### config.mk
export PLATFORM = sky130hd
export DESIGN_NAME = loom_scan_ctrl_flat
export DESIGN_NICKNAME = d
export VERILOG_FILES = /design/src/rtl/loom_scan_ctrl_pkg.sv /design/src/rtl/loom_scan_ctrl_if.sv /design/src/rtl/loom_scan_ctrl_word_sreg.sv /design/src/rtl/loom_scan_ctrl.sv /design/src/flat_wrapper.sv
export SDC_FILE = /design/constraint.sdc
export NUM_CORES = 1
export LEC_CHECK = 0
export BUFFER_PORTS_ARGS = -buffer_cell sky130_fd_sc_hd__buf_2
export CORE_ASPECT_RATIO = 0.9
export CORE_MARGIN = 5
export CORE_UTILIZATION = 62
export DETAILED_ROUTE_END_ITERATION = 12
export PLACE_DENSITY = 0.95
export SYNTH_ARGS = -nofsm -noshare
export SYNTH_HDL_FRONTEND = slang
export SYNTH_SLANG_ARGS = --single-unit
### constraint.sdc
create_clock -name clk_i -period 9.1 [get_ports clk_i]
set_input_delay 0.455 -clock clk_i [delete_from_list [all_inputs] [get_ports clk_i]]
set_output_delay 0.455 -clock clk_i [all_outputs]
set_load 0.01 [all_outputs]
### src/rtl/loom_scan_ctrl_pkg.sv
`default_nettype none
// ============================================================================
//  Module      : loom_scan_pkg
//  Description : Shared types for the loom scan-chain controller. It holds the
//                host opcode and FSM state encodings and a width helper for
//                the in-word bit index.
//  Revision    : 1.0  initial release
// ============================================================================
package loom_scan_pkg;

    // Host opcodes carried on cmd_op_i
    typedef enum logic [1:0] {
        OP_NOP     = 2'd0,
        OP_DUMP    = 2'd1,
        OP_RESTORE = 2'd2,
        OP_SWAP    = 2'd3
    } scan_op_e;

    // Controller FSM states
    typedef enum logic [2:0] {
        ST_IDLE   = 3'd0,
        ST_FREEZE = 3'd1,
        ST_LOAD   = 3'd2,
        ST_SHIFT  = 3'd3,
        ST_PUSH   = 3'd4,
        ST_DONE   = 3'd5
    } scan_state_e;

    // The in-word index needs at least one bit, even when a word is a single bit
    function automatic int unsigned idx_width(input int unsigned w);
        return (w > 1) ? $clog2(w) : 1;
    endfunction

endpackage
`default_nettype wire

### src/rtl/loom_scan_ctrl_if.sv
`default_nettype none
// ============================================================================
//  Module      : loom_scan_ctrl_if
//  Description : Host-side bus of the scan controller: the command channel,
//                the dump word stream (controller -> host) and the restore
//                word stream (host -> controller). Signal suffixes give the
//                direction as seen from the controller.
//  Ports       : none (bundle only)
//                modport master : host side (drives cmd, rd_ready, wr_*)
//                modport slave  : controller side
//  Revision    : 1.0  initial release
// ============================================================================
interface loom_scan_ctrl_if #(
    parameter int unsigned WORD_W = 32
);
    import loom_scan_pkg::*;

    logic              cmd_valid_i;
    logic              cmd_ready_o;
    scan_op_e          cmd_op_i;

    logic              rd_valid_o;
    logic              rd_ready_i;
    logic [WORD_W-1:0] rd_data_o;

    logic              wr_valid_i;
    logic              wr_ready_o;
    logic [WORD_W-1:0] wr_data_i;

    modport master (
        output cmd_valid_i, cmd_op_i, rd_ready_i, wr_valid_i, wr_data_i,
        input  cmd_ready_o, rd_valid_o, rd_data_o, wr_ready_o
    );

    modport slave (
        input  cmd_valid_i, cmd_op_i, rd_ready_i, wr_valid_i, wr_data_i,
        output cmd_ready_o, rd_valid_o, rd_data_o, wr_ready_o
    );

endinterface
`default_nettype wire

### src/rtl/loom_scan_ctrl_word_sreg.sv
`default_nettype none
// ============================================================================
//  Module      : loom_scan_word_sreg
//  Description : WORD_W-bit right-shifting word register. Parallel load from
//                the restore stream; on each shift bit 0 leaves (feeding the
//                chain head) and the chain tail bit enters at the top, so the
//                same register both emits a restore word and captures a dump
//                word.
//  Ports       : clk_i, rst_ni    clock, async active-low reset
//                load_i/load_data_i  parallel load (wins over shift)
//                shift_i/ser_i    shift right, ser_i enters at bit WORD_W-1
//                ser_o            current bit 0
//                next_o           value the register takes on this edge
//  Revision    : 1.0  initial release
// ============================================================================
module loom_scan_word_sreg #(
    parameter int unsigned WORD_W = 32
) (
    input  logic              clk_i,
    input  logic              rst_ni,
    input  logic              load_i,
    input  logic [WORD_W-1:0] load_data_i,
    input  logic              shift_i,
    input  logic              ser_i,
    output logic              ser_o,
    output logic [WORD_W-1:0] next_o
);

    logic [WORD_W-1:0] sreg_q;
    logic [WORD_W-1:0] sreg_d;
    logic [WORD_W-1:0] w_shifted;

    generate
        if (WORD_W == 1) begin : g_single
            assign w_shifted = ser_i;
        end else begin : g_multi
            assign w_shifted = {ser_i, sreg_q[WORD_W-1:1]};
        end
    endgenerate

    always_comb begin
        sreg_d = sreg_q;
        if (load_i) begin
            sreg_d = load_data_i;
        end else if (shift_i) begin
            sreg_d = w_shifted;
        end
    end

    always_ff @(posedge clk_i or negedge rst_ni) begin
        if (!rst_ni) begin
            sreg_q <= '0;
        end else begin
            sreg_q <= sreg_d;
        end
    end

    assign ser_o  = sreg_q[0];
    assign next_o = sreg_d;

endmodule
`default_nettype wire

### src/rtl/loom_scan_ctrl.sv
`default_nettype none
// ============================================================================
//  Module      : loom_scan_ctrl
//  Description : Scan-chain controller. On a host command it freezes the DUT
//                clock, shifts the whole chain once, dumps it as words,
//                restores it from words, or both (swap), then releases the
//                DUT clock.
//  Ports       : clk_i, rst_ni    clock, async active-low reset
//                bus (slave)      cmd / rd (dump) / wr (restore) streams
//                busy_o, done_o   status, done_o is a one-cycle pulse
//                dut_clk_en_o     DUT functional clock enable
//                scan_en_o        scan path select in the chain flops
//                scan_shift_o     chain advances one bit this cycle
//                scan_in_o        serial data to chain head
//                scan_out_i       serial data from chain tail
//  Revision    : 1.0  initial release
// ============================================================================
module loom_scan_ctrl
    import loom_scan_pkg::*;
#(
    parameter int unsigned CHAIN_LEN = 24,
    parameter int unsigned WORD_W    = 32
) (
    input  logic                    clk_i,
    input  logic                    rst_ni,
    loom_scan_ctrl_if.slave         bus,
    output logic                    busy_o,
    output logic                    done_o,
    output logic                    dut_clk_en_o,
    output logic                    scan_en_o,
    output logic                    scan_shift_o,
    output logic                    scan_in_o,
    input  logic                    scan_out_i
);

    localparam int unsigned CNT_W = $clog2(CHAIN_LEN + 1);
    localparam int unsigned IDX_W = idx_width(WORD_W);

    scan_state_e        state_q, state_d;
    logic [CNT_W-1:0]   bit_cnt_q;      // bits shifted so far in this pass
    logic [IDX_W-1:0]   idx_q;          // bit position within current word
    logic               dump_q;         // pass produces dump words
    logic               restore_q;      // pass consumes restore words
    logic [WORD_W-1:0]  rd_data_q;

    logic               w_accept;
    logic               w_last_in_word;
    logic               w_last_bit;
    logic               w_chain_end;
    logic               w_sreg_ser;
    logic [WORD_W-1:0]  w_sreg_next;
    logic [IDX_W-1:0]   w_align;

    assign w_accept       = (state_q == ST_IDLE) && bus.cmd_valid_i;
    assign w_last_in_word = (idx_q == IDX_W'(WORD_W - 1));
    assign w_last_bit     = (bit_cnt_q == CNT_W'(CHAIN_LEN - 1));
    assign w_chain_end    = (bit_cnt_q == CNT_W'(CHAIN_LEN));
    // A short final word sits in the upper bits of the shift register; move
    // it down so bit k is the k-th bit of the word and padding reads 0.
    assign w_align        = IDX_W'(WORD_W - 1) - idx_q;

    loom_scan_word_sreg #(
        .WORD_W (WORD_W)
    ) u_sreg (
        .clk_i       (clk_i),
        .rst_ni      (rst_ni),
        .load_i      ((state_q == ST_LOAD) && bus.wr_valid_i),
        .load_data_i (bus.wr_data_i),
        .shift_i     (state_q == ST_SHIFT),
        .ser_i       (scan_out_i),
        .ser_o       (w_sreg_ser),
        .next_o      (w_sreg_next)
    );

    // State register
    always_ff @(posedge clk_i or negedge rst_ni) begin
        if (!rst_ni) begin
            state_q <= ST_IDLE;
        end else begin
            state_q <= state_d;
        end
    end

    // Next-state logic
    always_comb begin
        state_d = state_q;
        case (state_q)
            ST_IDLE: begin
                if (bus.cmd_valid_i) begin
                    state_d = (bus.cmd_op_i == OP_NOP) ? ST_DONE : ST_FREEZE;
                end
            end
            ST_FREEZE: state_d = restore_q ? ST_LOAD : ST_SHIFT;
            ST_LOAD: begin
                if (bus.wr_valid_i) begin
                    state_d = ST_SHIFT;
                end
            end
            ST_SHIFT: begin
                if (w_last_in_word || w_last_bit) begin
                    if (dump_q) begin
                        state_d = ST_PUSH;
                    end else if (w_last_bit) begin
                        state_d = ST_DONE;
                    end else begin
                        state_d = ST_LOAD;
                    end
                end
            end
            ST_PUSH: begin
                if (bus.rd_ready_i) begin
                    if (w_chain_end) begin
                        state_d = ST_DONE;
                    end else if (restore_q) begin
                        state_d = ST_LOAD;
                    end else begin
                        state_d = ST_SHIFT;
                    end
                end
            end
            ST_DONE: state_d = ST_IDLE;
            default: state_d = ST_IDLE;
        endcase
    end

    // Outputs are decoded from state so an asynchronous reset returns them
    // to their idle values immediately.
    always_comb begin
        bus.cmd_ready_o = (state_q == ST_IDLE);
        busy_o          = (state_q != ST_IDLE);
        done_o          = (state_q == ST_DONE);
        dut_clk_en_o    = !((state_q == ST_FREEZE) || (state_q == ST_LOAD) ||
                            (state_q == ST_SHIFT)  || (state_q == ST_PUSH));
        scan_en_o       = (state_q == ST_LOAD) || (state_q == ST_SHIFT) ||
                          (state_q == ST_PUSH);
        scan_shift_o    = (state_q == ST_SHIFT);
        bus.rd_valid_o  = (state_q == ST_PUSH);
        bus.wr_ready_o  = (state_q == ST_LOAD);
        bus.rd_data_o   = rd_data_q;
        // Restore data comes from the word register. A pure dump recirculates
        // the live tail bit, so the bit leaving the chain re-enters on the
        // same shift edge and the chain ends the pass unchanged.
        scan_in_o       = restore_q ? w_sreg_ser
                                    : ((state_q == ST_SHIFT) && scan_out_i);
    end

    // Counters, opcode flags and dump word capture
    always_ff @(posedge clk_i or negedge rst_ni) begin
        if (!rst_ni) begin
            bit_cnt_q <= '0;
            idx_q     <= '0;
            dump_q    <= 1'b0;
            restore_q <= 1'b0;
            rd_data_q <= '0;
        end else begin
            if (w_accept) begin
                bit_cnt_q <= '0;
                idx_q     <= '0;
                dump_q    <= (bus.cmd_op_i == OP_DUMP) || (bus.cmd_op_i == OP_SWAP);
                restore_q <= (bus.cmd_op_i == OP_RESTORE) || (bus.cmd_op_i == OP_SWAP);
            end
            if (state_q == ST_SHIFT) begin
                bit_cnt_q <= bit_cnt_q + CNT_W'(1);
                idx_q     <= w_last_in_word ? '0 : idx_q + IDX_W'(1);
                if (dump_q && (w_last_in_word || w_last_bit)) begin
                    rd_data_q <= w_sreg_next >> w_align;
                end
            end
        end
    end

endmodule
`default_nettype wire

### src/flat_wrapper.sv
// flat-port wrapper written by rule: the top's interface ports become plain ports
module loom_scan_ctrl_flat import loom_scan_pkg::*;
#(
    parameter int unsigned CHAIN_LEN = 24,
    parameter int unsigned WORD_W    = 32
)
  (clk_i, rst_ni, busy_o, done_o, dut_clk_en_o, scan_en_o, scan_shift_o, scan_in_o, scan_out_i, bus_cmd_valid_i, bus_cmd_op_i, bus_rd_ready_i, bus_wr_valid_i, bus_wr_data_i, bus_cmd_ready_o, bus_rd_valid_o, bus_rd_data_o, bus_wr_ready_o);
  loom_scan_ctrl_if #(.WORD_W(WORD_W)) bus_i ();
  input  logic clk_i;
  input  logic rst_ni;
  output logic busy_o;
  output logic done_o;
  output logic dut_clk_en_o;
  output logic scan_en_o;
  output logic scan_shift_o;
  output logic scan_in_o;
  input  logic scan_out_i;
  input wire logic [$bits(bus_i.cmd_valid_i)-1:0] bus_cmd_valid_i;
  input wire logic [$bits(bus_i.cmd_op_i)-1:0] bus_cmd_op_i;
  input wire logic [$bits(bus_i.rd_ready_i)-1:0] bus_rd_ready_i;
  input wire logic [$bits(bus_i.wr_valid_i)-1:0] bus_wr_valid_i;
  input wire logic [$bits(bus_i.wr_data_i)-1:0] bus_wr_data_i;
  output wire logic [$bits(bus_i.cmd_ready_o)-1:0] bus_cmd_ready_o;
  output wire logic [$bits(bus_i.rd_valid_o)-1:0] bus_rd_valid_o;
  output wire logic [$bits(bus_i.rd_data_o)-1:0] bus_rd_data_o;
  output wire logic [$bits(bus_i.wr_ready_o)-1:0] bus_wr_ready_o;
  assign bus_i.cmd_valid_i = bus_cmd_valid_i;
  assign bus_i.cmd_op_i = bus_cmd_op_i;
  assign bus_i.rd_ready_i = bus_rd_ready_i;
  assign bus_i.wr_valid_i = bus_wr_valid_i;
  assign bus_i.wr_data_i = bus_wr_data_i;
  assign bus_cmd_ready_o = bus_i.cmd_ready_o;
  assign bus_rd_valid_o = bus_i.rd_valid_o;
  assign bus_rd_data_o = bus_i.rd_data_o;
  assign bus_wr_ready_o = bus_i.wr_ready_o;
  loom_scan_ctrl #(.CHAIN_LEN(CHAIN_LEN), .WORD_W(WORD_W)) u_core (.clk_i(clk_i), .rst_ni(rst_ni), .bus(bus_i), .busy_o(busy_o), .done_o(done_o), .dut_clk_en_o(dut_clk_en_o), .scan_en_o(scan_en_o), .scan_shift_o(scan_shift_o), .scan_in_o(scan_in_o), .scan_out_i(scan_out_i));
endmodule
==> impl_summary.md <==
Outcome
The run finished with clean final reports.

Die
The initial standard-cell utilization of the core is 0.629. The floorplan step set the die width to between 100 and 150 um. The die covers between 10000 and 15000 um^2.

The floorplan has 32 rows. The chip height is 98.0 um. In this run the count of I/O pins placed on the die edge is 81. The placeable core region is 8490 um^2.

CTS
The cell sitting at the root of the clock tree is a clkbuf_8. The depth of the CTS H-tree is 3. The maximum clock path buffer count is 2. The post-cts gate resize count is 0.

The number of hold buffers added after cts is 0. The CTS clock-pin slew for the worst setup and hold paths is 0.08 ns. The number of clock sinks seen by CTS is 79. The CTS tree is built. The clock latency on the worst-skew pair is between 0.3 and 0.4 ns.

The number of CTS-inserted buffers is 9. After clock tree synthesis, the setup repair step added 0 buffers.

Pwr
The maximum resistive drop on vdd is 0.000255 V. The static leakage power is roughly 0.0025 uW. Power spread over the standard cell area amounts to 412 nW/um^2.

Routing
The total via count in the routed design is 4750. The number of routed nets with antenna violations is 0. The wire length reported by the detailed router is 14.4 mm.

In this run, the number of DRC markers left after iteration 0 of detailed routing was 634. The pre-antenna-repair detailed-routing pass consisted of 6 iterations. Dividing the detail-routed via count by the number of cells gives 6.70.

In the routed design, unresolved DRC markers number 0. The average detailed-routed wire length per instance is 20.4 um.

Synthesis
The netlist uses 66 different library cells. Yosys printed 0 warnings. In this run the mean area of a mapped cell was 10.1 um^2. Among all flip-flop cells after synthesis, the most frequent one is dfrtp_1.

The post-synthesis net count is 575. Synthesis produced 531 cells. Summing every instance area after synthesis gives between 5000 and 6000 um^2.

The count of flip-flops with a built-in enable after synthesis is 0. The share of flip-flops with an asynchronous set or reset is 1.00. The share of the yosys chip area belonging to registers is 0.370. Synthesis inferred 79 register bits.

Final layout
0 antenna diodes ended up in the layout. The number of nets in the layout is 629. The number of non-filler instances in the completed layout is between 700 and 800. The utilization after layout is 0.693.

Relative to the synthesized area, the layout overhead comes to 10.2%. In the final layout, the share of cells above drive strength 1 is 0.292.

Timing
Adding up every negative setup slack in the final design gives 0 ns. Derived from the worst setup path, the maximum achievable clock frequency is between 200 and 300 MHz. Setup repair after global routing left no endpoint under its margin.

The clock period minus final worst setup slack is 3.68 ns. The final hold violation count is 0. The actual transition at the worst max-transition pin is approximately 1.1 ns. The final-report setup violation count is 0. The final worst clock skew is 0.0189 ns. The count of final max-slew check failures is 0. The tightest slew margin relative to the limit is 0.287. The period utilization is 0.404.

Global route
Entering global routing, the biggest net connects 80 pins. The via count of the first global-routing pass was 4555. For this run, the total global-route usage over all layers was measured as 0.278.

For this run the aggregate overflow at the end of global routing stands at 0. The global-route wire length before repair is around 23 mm. The initial antenna violation count is 0.

Hold path
The worst hold path belongs to the class input port to async pin.

Placement
The number of placed instances, taps included is 693. The final RePlAce weighted congestion is 0.999. The HPWL after detailed placement is 10.4 mm. Port buffering added 80 buffers.

Worst setup path
The maximum fanout encountered on the critical timing path is 38. The largest individual stage delay along the critical path comes from the cell dfrtp_1. The longest individual stage delay on the worst path is 0.68 ns. The sort of element at the end of the critical path is a flop. The required time reported for the critical path endpoint is 9.38 ns.

The worst setup path is of the flop to flop kind. The startpoint kind of the worst setup timing path is a flop. Traced cell by cell, the critical path runs through nand3b_4 -> inv_1 -> o211a_1 -> nand3_1 -> nor3_1 -> a22oi_1 -> and3_1 -> a31oi_1. On the critical path the largest part of the delay comes from simple AND/OR/NAND/NOR gates. Data on the critical path arrives at its endpoint at 3.95 ns. The buffer and inverter count on the worst path is 1.

Flow run
The number of max-cap violations is 0.
## cell usage after synthesis (all sizes together) (2+ instances only)
library cell	n	area [um^2]
mux4	22	495
nor3b	3	22.5
a21oi	24	120
o221a	20	251
a221oi	11	153
mux2	15	169
nand2b	28	175
and4b	2	20.0
a22o	8	70.1
o211ai	2	15.0
dfrtp	79	1980
a32o	3	30.0
and3	5	31.3
nor2b	4	25.0
o32a	2	20.0
ha	4	50.1
a221o	4	40.0
nand3	8	40.0
and2	11	71.3
a222oi	3	30.0
o21ai	29	145
o32ai	4	35.0
clkbuf	16	60.1
mux2i	23	246
o22ai	8	50.1
clkinv	2	7.51
buf	25	150
a2bb2oi	4	41.3
nor2	57	214
a31oi	4	25.0
nand2	47	176
nor3	15	80.1
inv	9	33.8
xor2	2	17.5
a22oi	8	60.1
## metrics by stage
| step | hold WS, ns | instance area, um^2 | worst slack [ns] | total power [uW] |
|---|---|---|---|---|
| 4_1_cts | 0.289 | 5880 | 5.50 | 2400 |
| 2_1_floorplan | 0.159 | 5340 | 6.00 | 1780 |
| 6_report | 0.263 | 5880 | 5.42 | 2420 |
| 3_3_place_gp | 0.461 | 5710 | 5.64 | 2090 |
| 5_1_grt | 0.307 | 5880 | 5.10 | 2560 |
| 3_5_place_dp | 0.469 | 5710 | 5.52 | 2150 |
## final cells by class
class | count | area (um^2)
clock buffers | 11 | 141
clock inverters | 5 | 31.3
fillers | 669 | 2600
inverters | 11 | 41.3
multi-input cells | 400 | 3110
flip-flops and latches | 79 | 1980
well taps | 119 | 149
repair buffers | 84 | 433
## report_power, final
part	leakage, uW	internal (uW)	switching, uW
Clock	0.0000895	106	133
Sequential	0.000913	476	141
Combinational	0.00146	673	893
Total	0.00246	1250	1170
## cells in the final DEF (no fill, tap or decap), types with 14 or more instances in the layout
cell type | synthesis | routed
buf_2 | 6 | 79
dfrtp_1 | 79 | 78
nor2_1 | 57 | 57
nand2_1 | 47 | 47
o21ai_0 | 29 | 29
nand2b_1 | 28 | 28
a21oi_1 | 24 | 24
mux4_2 | 22 | 22
mux2i_1 | 21 | 21
o221a_2 | 16 | 16
mux2_2 | 15 | 15
nor3_1 | 14 | 14
## state kept, by name, indices dropped and copies added, names as in the netlist
signal,count
u_core.dump_q,1
u_core.bus.rd_data_o,32
u_core.restore_q,1
u_core.bit_cnt_q,5
u_core.u_sreg.sreg_q,32
u_core.state_q,3
u_core.idx_q,5
## layer usage
| metal | up-vias | GRT usage | wire length [um] |
|---|---|---|---|
| li1 | 2118 | - | - |
| met1 | 2300 | 0.374 | 5900 |
| met2 | 281 | 0.442 | 6870 |
| met3 | 51 | 0.0608 | 1160 |
| met4 | 0 | 0.107 | 494 |
| met5 | - | 0 | 0 |
## final timing paths
check                      slack (ns)                                   to                                start  depth (start not counted)
max in group asynchronous        8.14          u_core.idx_q[0]$_DFFE_PN0P_                               rst_ni                          1
min in group clk_i               0.31        u_core.state_q[2]$_DFFE_PN0P_                       bus_rd_ready_i                          2
max reg2reg                      5.42  u_core.bus.rd_data_o[1]$_DFFE_PN0P_        u_core.state_q[0]$_DFFE_PN0P_                          8
max                              5.42  u_core.bus.rd_data_o[1]$_DFFE_PN0P_        u_core.state_q[0]$_DFFE_PN0P_                          8
min reg2reg                      0.49  u_core.bus.rd_data_o[3]$_DFFE_PN0P_  u_core.bus.rd_data_o[3]$_DFFE_PN0P_                          2
min                              0.26   u_core.u_sreg.sreg_q[24]$_DFF_PN0_                               rst_ni                          1
## cell families after synthesis
kind of cell,synth area share
flip-flops,0.370
AO/OA/AOI/OAI,0.225
multiplexers,0.171
XOR/XNOR,0.00328
adder cells (fa/ha/maj),0.00937
buffers and inverters,0.0471
AND/OR/NAND/NOR,0.174
Note: power is estimated with default switching activity, not from simulation.
